$ cat config.mk
export PLATFORM = sky130hd
export DESIGN_NAME = lfsr_popcount32
export DESIGN_NICKNAME = d
export VERILOG_FILES = /design/src/rtl/lfsr_popcount32.sv
export SDC_FILE = /design/constraint.sdc
export NUM_CORES = 1
export LEC_CHECK = 0
export ABC_AREA = 0
export BUFFER_PORTS_ARGS = -buffer_cell sky130_fd_sc_hd__buf_2
export CAP_MARGIN = 0
export CORE_MARGIN = 4
export CORE_UTILIZATION = 49
export DETAILED_ROUTE_END_ITERATION = 6
export PLACE_DENSITY = 0.83
export SLEW_MARGIN = 20
export SYNTH_ARGS = -nofsm -noshare
export SYNTH_HDL_FRONTEND = slang
export SYNTH_SLANG_ARGS = --single-unit
$ cat constraint.sdc
create_clock -name vclk -period 7.56
set_input_delay 1.512 -clock vclk [all_inputs]
set_output_delay 1.512 -clock vclk [all_outputs]
set_load 0.01 [all_outputs]
$ cat src/rtl/lfsr_popcount32.sv
// 32-bit combinational population count; used for bit-error weighting.
module lfsr_popcount32 (
    input  logic [31:0] i_data,
    output logic [5:0]  o_count
);

    // Sum the set bits of the input word.
    always_comb begin
        o_count = '0;
        for (int i = 0; i < 32; i++) begin
            o_count = o_count + {5'd0, i_data[i]};
        end
    end

endmodule

==> results.tsv, run 1 <==
stage	metric	value	unit
sta	period_needed	7.423	ns
logic_synthesis	yosysTopAreaCell	fa_1	
logic_synthesis	synth_top_area_share	63.37	%
routing	drc	0	
global_route	first_global_vias	646	
floorplan	ioPinCount	38	
global_route	grt_usage	14.31	%
layout	stdcell_area	1001	sq um
global_route	grt_first_pass_wirelength	2.263	mm
floorplan	die_w	47.34	um
routing	drtPass1Iterations	1	
logic_synthesis	ys_top_cells_by_area	fa_1 63%, inv_1 15%, ha_1 12%, a21oi_2 2.3%, xnor2_1 2.3%	
worst_setup_path	path_max_fanout	2	
layout	drive_above_1_share	44.25	%
worst_setup_path	cp-end-kind	output port	
floorplan	die_area	2241	sq um
logic_synthesis	syn_area_per_cell	10.39	sq um
sta	finalMaxSlewViolations	0	
global_route	antenna_found_initial	0	
layout	n_antenna_cell	0	
layout	clock_buffers	0	
routing	antenna_left	0	
run	max-cap-violations	0	
layout	fillers	110	
layout	layout_common_cells	37 x buf_2, 25 x inv_1, 23 x fa_1, 6 x ha_1, 5 x inv_2	
sta	fin_crit_sh	98.19	%
sta	hold_viol_final	0	
clock_network	hold_buffers	0	
layout	nFlopsAndLatches	0	
routing	via_count	574	
logic_synthesis	ys_seq_area_share	0	%
layout	final_nets	178	
place	port_buffers	38	
min_path	hold_path_depth	3	
floorplan	initial_core_util	54.84	%
floorplan	coreArea	1383	sq um
sta	max_freq	134.7	MHz
routing	via_per_inst	4.484	
routing	drt-initial-drc-count	0	
floorplan	die_height	47.34	um
worst_setup_path	cp_data_arrival_time	5.91	ns
worst_setup_path	critPathKind	primary input to output port	
place	hpwlAfterDp	1.512	mm
place	dpl_cell_area	967.2	sq um
layout	area_growth	32.01	%
sta	setup_tns	0	ns
sta	worstMarginPinSlew	0.1926	ns
layout	seq_area	0	sq um
sta	grt_setup_unrepaired	yes	
run_status	status	completed	
logic_synthesis	syn-num-nets	136	
logic_synthesis	synth_area	758.2	sq um
logic_synthesis	yosys_warnings	0	
sta	slew_headroom	87.16	%
sta	setup_viol	0	
floorplan	row_count	13	
sta	setup_slack	0.1371	ns
worst_setup_path	critPathRequiredTime	6.05	ns
routing	wire_per_inst	11.66	um
place	finalWeightedCongestion	0.6750	
global_route	grt_overflow	0	
routing	routed_wl	1.493	mm
worst_setup_path	startpoint_type	primary input	
logic_synthesis	syn_inst	73	
layout	layout.cells.most_common	buf_2	
min_path	worstHoldPathType	primary input to output port	
logic_synthesis	synth_cell_types	11	
place	place_worst_setup_slack	0.06009	ns
global_route	grt_max_degree	4	
[Yosys cell counts]
cell type / instances
a21o_1: 1
a21oi_2: 2
fa_1: 24
ha_1: 7
inv_1: 30
nand2_1: 2
nand2b_1: 1
nor2_1: 2
o21ai_0: 1
xnor2_1: 2
xor2_1: 1
[per-layer routing]
metal / part of all wire [%] / global-route usage [%] / wire length [um]
met1: 26 / 12.22 / 393
met2: 66 / 34.49 / 982
met3: 7.8 / 0.7663 / 117
met4: 0 / 0 / 0
met5: 0 / 0 / 0
[critical path, stage by stage]
cell and delay, ns:
buf_6 0.07, inv_2 0.03, fa_1 0.54, inv_2 0.04
fa_1 0.49, fa_1 0.56, fa_1 0.43, fa_1 0.50
inv_2 0.04, fa_1 0.44, inv_1 0.07, ha_2 0.18
inv_2 0.04, fa_2 0.35, nand2b_4 0.15, a21oi_2 0.14
xor2_1 0.16, buf_2 0.15
[worst paths after layout]
kind | slack [ns] | startpoint | to
max | 0.14 | i_data[3] | o_count[4]
min | 3.35 | i_data[2] | o_count[0]
[kinds of logic (layout without fill, tap and decap cells)]
kind of cell / after synthesis / in the layout / synth area share, %
AO/OA/AOI/OAI: 4 / 4 / 3.961
XOR/XNOR: 3 / 3 / 3.466
adder cells (fa/ha/maj): 31 / 31 / 74.92
buffers and inverters: 30 / 70 / 14.85
AND/OR/NAND/NOR: 5 / 5 / 2.807
[final cells by class]
type / count / area, sq um / area share, %
Multi-Input combinational cell: 43 / 658.1 / 65.75
Tap cell: 15 / 18.77 / 1.875
Inverter: 30 / 112.6 / 11.25
Timing Repair Buffer: 40 / 211.5 / 21.13
[stage by stage]
step | instances | hold slack [ns] | util, %
final | 128 | 3.353 | 72.40
after global routing | 128 | 3.369 | 72.40
after CTS | 126 | 3.345 | 69.95
after detailed placement | 126 | 3.340 | 69.95
after global placement | 126 | 3.344 | 69.95
after floorplan | 73 | 3.175 | -
[timing repair]
action / in CTS / in global routing
endpoints found under the setup margin: 0 / 1
hold endpoints to repair: 0 / 0
gates resized for setup: 0 / 9
setup buffers: 0 / 2
Power of run 1 is left out: the tool's default activity adds up to more than one toggle a clock period on the data nets, which glitch-free logic cannot reach.
==> run 2: changes to the inputs <==
Settings changed: CELL_PAD_IN_SITES_DETAIL_PLACEMENT set to 0, CELL_PAD_IN_SITES_GLOBAL_PLACEMENT set to 1, CORE_UTILIZATION 49 to 36, TNS_END_PERCENT set to 20.
==> run 2 against run 1 <==
Effect of this change: cell count increased by 9.4%; clock-buffer cell count unchanged; via count increased by 1.9%; critical path type unchanged; final area increased by 1.5%; critical path depth unchanged; utilization decreased by 21 points; worst setup slack got worse by 0.0078 ns; highest routed layer unchanged; hold slack improved by 0.0092 ns; die area increased by 30%; maximum frequency decreased by 0.10%.
==> results.tsv, run 2 (synthesis gave the netlist of run 1 again) <==
stage	metric	value	unit
routing	routed_wl	1.319	mm
min_path	worstHoldPathType	primary input to output port	
place	hpwlAfterDp	1.362	mm
sta	fin_crit_sh	98.29	%
sta	finalMaxSlewViolations	0	
global_route	grt_usage	9.479	%
layout	layout_common_cells	37 x buf_2, 25 x inv_1, 23 x fa_1, 6 x ha_1, 5 x inv_2	
floorplan	die_area	2905	sq um
global_route	grt_first_pass_wirelength	2.145	mm
run	max-cap-violations	0	
sta	setup_viol	0	
worst_setup_path	path_max_fanout	2	
floorplan	ioPinCount	38	
sta	hold_ws	3.362	ns
routing	wire_per_inst	9.421	um
layout	final_nets	178	
worst_setup_path	critPathRequiredTime	6.05	ns
global_route	antenna_found_initial	0	
layout	area_growth	33.99	%
sta	max_freq	134.6	MHz
worst_setup_path	critPathKind	primary input to output port	
routing	via_count	585	
layout	nFlopsAndLatches	0	
worst_setup_path	startpoint_type	primary input	
place	port_buffers	38	
routing	drc	0	
global_route	grt_max_degree	4	
sta	hold_viol_final	0	
run_status	status	completed	
global_route	grt_overflow	0	
place	finalWeightedCongestion	0.6637	
layout	drive_above_1_share	44.25	%
floorplan	die_height	53.90	um
layout	seq_area	0	sq um
floorplan	row_count	16	
floorplan	die_w	53.90	um
routing	via_per_inst	4.179	
worst_setup_path	cp-end-kind	output port	
sta	grt_setup_unrepaired	yes	
routing	antenna_left	0	
worst_setup_path	crit_start	i_data[3]	
layout	n_antenna_cell	0	
sta	period_needed	7.431	ns
min_path	min_from	i_data[2]	
routing	drt-initial-drc-count	0	
global_route	first_global_vias	601	
layout	clock_buffers	0	
sta	slew_headroom	87.05	%
layout	layout.cells.most_common	buf_2	
floorplan	initial_core_util	38.26	%
layout	multi_input_area	658.1	sq um
routing	drtPass1Iterations	1	
layout	fillers	195	
worst_setup_path	cp_data_arrival_time	5.92	ns
sta	worstMarginPinSlew	0.1943	ns
floorplan	coreArea	1982	sq um
## run 2: cell counts in the layout (fill, tap and decap cells not counted)
Identical to the previous run, type by type.
## run 2: area by class of cell
type                       instances  area share, %
tap                               27          3.325
timing repair buffer              40          20.81
inverter                          30          11.08
multi-input combinational         43          64.78
## run 2: stage by stage
stage	std cells	setup WS [ns]	utilization (%)	TNS (ns)	instance area (sq um)
2_1_floorplan	73	0.3705	-	0	758.2
3_3_place_gp	138	0.1342	49.56	0	982.2
3_5_place_dp	138	0.08178	49.56	0	982.2
4_1_cts	138	0.06106	49.56	0	982.2
5_1_grt	140	-0.09636	51.26	-0.09636	1016
6_report	140	0.1293	51.26	0	1016
## run 2: metal layers
| layer | routed length (um) | vias up | track usage, % | share of wire [%] |
|---|---|---|---|---|
| met5 | 0 | - | 0 | 0 |
| met4 | 0 | 0 | 0 | 0 |
| met3 | 112 | 0 | 0 | 8.5 |
| met2 | 804 | 22 | 19.56 | 61 |
| met1 | 402 | 283 | 11.42 | 30 |
| li1 | - | 280 | - | - |
## run 2: repair_timing
item / in CTS / in global routing
setup endpoints to repair: 0 / 1
setup buffers: 0 / 2
gates resized for setup: 0 / 9
hold buffers: 0 / 0
## run 2: worst paths after layout
path | end | slack [ns] | depth (start not counted)
setup / recovery | o_count[4] | 0.13 | 18
hold / removal | o_count[0] | 3.36 | 3
## run 2: critical path: stages
cell,delay (ns)
buf_6,0.07
inv_2,0.03
fa_1,0.54
inv_2,0.04
fa_1,0.50
fa_1,0.57
fa_1,0.43
fa_1,0.51
inv_2,0.04
fa_1,0.44
inv_1,0.07
ha_2,0.18
inv_2,0.04
fa_2,0.35
nand2b_4,0.15
a21oi_2,0.14
xor2_1,0.15
buf_2,0.15
Power of run 2 is left out for the same reason.
==> run 3: changes to the inputs <==
Settings changed: PLACE_DENSITY 0.83 to not set, PLACE_DENSITY_LB_ADDON set to 0.1.
==> run 3 against run 2 <==
Effect of this change: worst setup slack better by 0.093 ns; die area unchanged; sequential share of layout area stayed put; final area shrank 3.1%; wire length is 15% lower; hold slack worse by 0.026 ns; utilization shrank 1.6 points; via count shrank 5.1%.
==> results.tsv, run 3 (synthesis gave the netlist of run 1 again) <==
stage	metric	value	unit
floorplan	die_w	53.90	um
global_route	antenna_found_initial	0	
sta	max_freq	136.3	MHz
sta	period_needed	7.337	ns
sta	finalMaxSlewViolations	0	
global_route	grt_overflow	0	
worst_setup_path	startpoint_type	primary input	
worst_setup_path	slowest_delay	0.54	ns
routing	drc	0	
place	port_buffers	38	
worst_setup_path	crit_slowest_cell	fa_1	
layout	nFlopsAndLatches	0	
layout	seq_area	0	sq um
layout	n_antenna_cell	0	
global_route	grt_first_pass_wirelength	1.869	mm
layout	drive_above_1_share	36.94	%
layout	clock_buffers	0	
routing	antenna_left	0	
worst_setup_path	critPathRequiredTime	6.05	ns
sta	hold_ws	3.336	ns
floorplan	initial_core_util	38.26	%
global_route	grt_max_degree	4	
sta	setup_viol	0	
layout	layout_common_cells	38 x buf_2, 30 x inv_1, 23 x fa_1, 7 x ha_1	
place	finalWeightedCongestion	0.6495	
routing	via_per_inst	4.022	
global_route	first_global_vias	534	
layout	layout.cells.most_common	buf_2	
sta	worstMarginPinSlew	0.1464	ns
worst_setup_path	cp_top_family	adder cells	
sta	slew_headroom	90.24	%
layout	fillers	213	
worst_setup_path	path_max_fanout	2	
place	dp.cells	138	
layout	fin_cells	138	
worst_setup_path	critPathKind	primary input to output port	
sta	grt_setup_unrepaired	no	
floorplan	row_count	16	
floorplan	ioPinCount	38	
place	place_worst_setup_slack	0.1059	ns
global_route	grt_usage	8.143	%
clock_network	cts_setup_buffers	0	
routing	drt-initial-drc-count	0	
worst_setup_path	cp-end-kind	output port	
layout	multi_input_area	648.1	sq um
run	max-cap-violations	0	
floorplan	die_height	53.90	um
routing	routed_wl	1.124	mm
min_path	worstHoldPathType	primary input to output port	
routing	wire_per_inst	8.145	um
sta	hold_viol_final	0	
floorplan	die_area	2905	sq um
worst_setup_path	cp_data_arrival_time	5.83	ns
run_status	status	completed	
layout	final_nets	176	
worst_setup_path	crit_chain	buf_2 > inv_1 > fa_1 > inv_1 > fa_1 > fa_1 > fa_1 > fa_1 > inv_1 > fa_1 > inv_1 > ha_1 > inv_1 > fa_2 > nand2b_1 > a21oi_2 > xor2_1 > buf_2	
layout	area_growth	29.87	%
sta	setup_tns	0	ns
sta	fin_crit_sh	97.06	%
worst_setup_path	critPathMostFrequentCell	fa_1	
floorplan	coreArea	1982	sq um
worst_setup_path	crit_buf_inv	7	
routing	drtPass1Iterations	1	
routing	via_count	555	
sta	setup_slack	0.2226	ns
place	hpwlAfterDp	1.203	mm
==> run 3: cell types whose count changed in the layout (fill, tap and decap cells not counted), sizes merged <==
cell  delta
buf      -2
==> run 3: worst paths after layout <==
| path | startpoint | slack [ns] | depth (start not counted) | endpoint |
|---|---|---|---|---|
| max | i_data[11] | 0.22 | 18 | o_count[4] |
| min | i_data[2] | 3.34 | 3 | o_count[0] |
==> run 3: layer usage <==
layer / GRT usage [%] / vias to the layer above / part of all wire [%]
met5: 0 / - / 0
met4: 0 / 0 / 0
met3: 0 / 0 / 7.1
met2: 14.92 / 19 / 56
met1: 11.46 / 259 / 36
li1: - / 277 / -
==> run 3: tightest hold or removal path: cells and delay by family <==
family	cells	cell delay [ns]
adder cells (fa/ha/maj)	1	0.11
buffers and inverters	2	0.20
==> run 3: cell type report <==
type	instances	area share, %
inverters	30	11.44
well taps	27	3.431
repair buffers	38	19.31
multi-input cells	43	65.82
==> run 3: stage by stage <==
stage          utilization (%)  instance area, sq um
5_1_grt                  49.68                 984.7
6_report                 49.68                 984.7
4_1_cts                  49.56                 982.2
3_5_place_dp             49.56                 982.2
3_3_place_gp             49.56                 982.2
2_1_floorplan                -                 758.2
==> run 3: what timing repair did <==
item                       CTS  global route
hold endpoints to repair     0             0
setup endpoints to repair    0             1
hold buffers                 0             0
resized for setup            0             1
Power of run 3 is left out for the same reason.
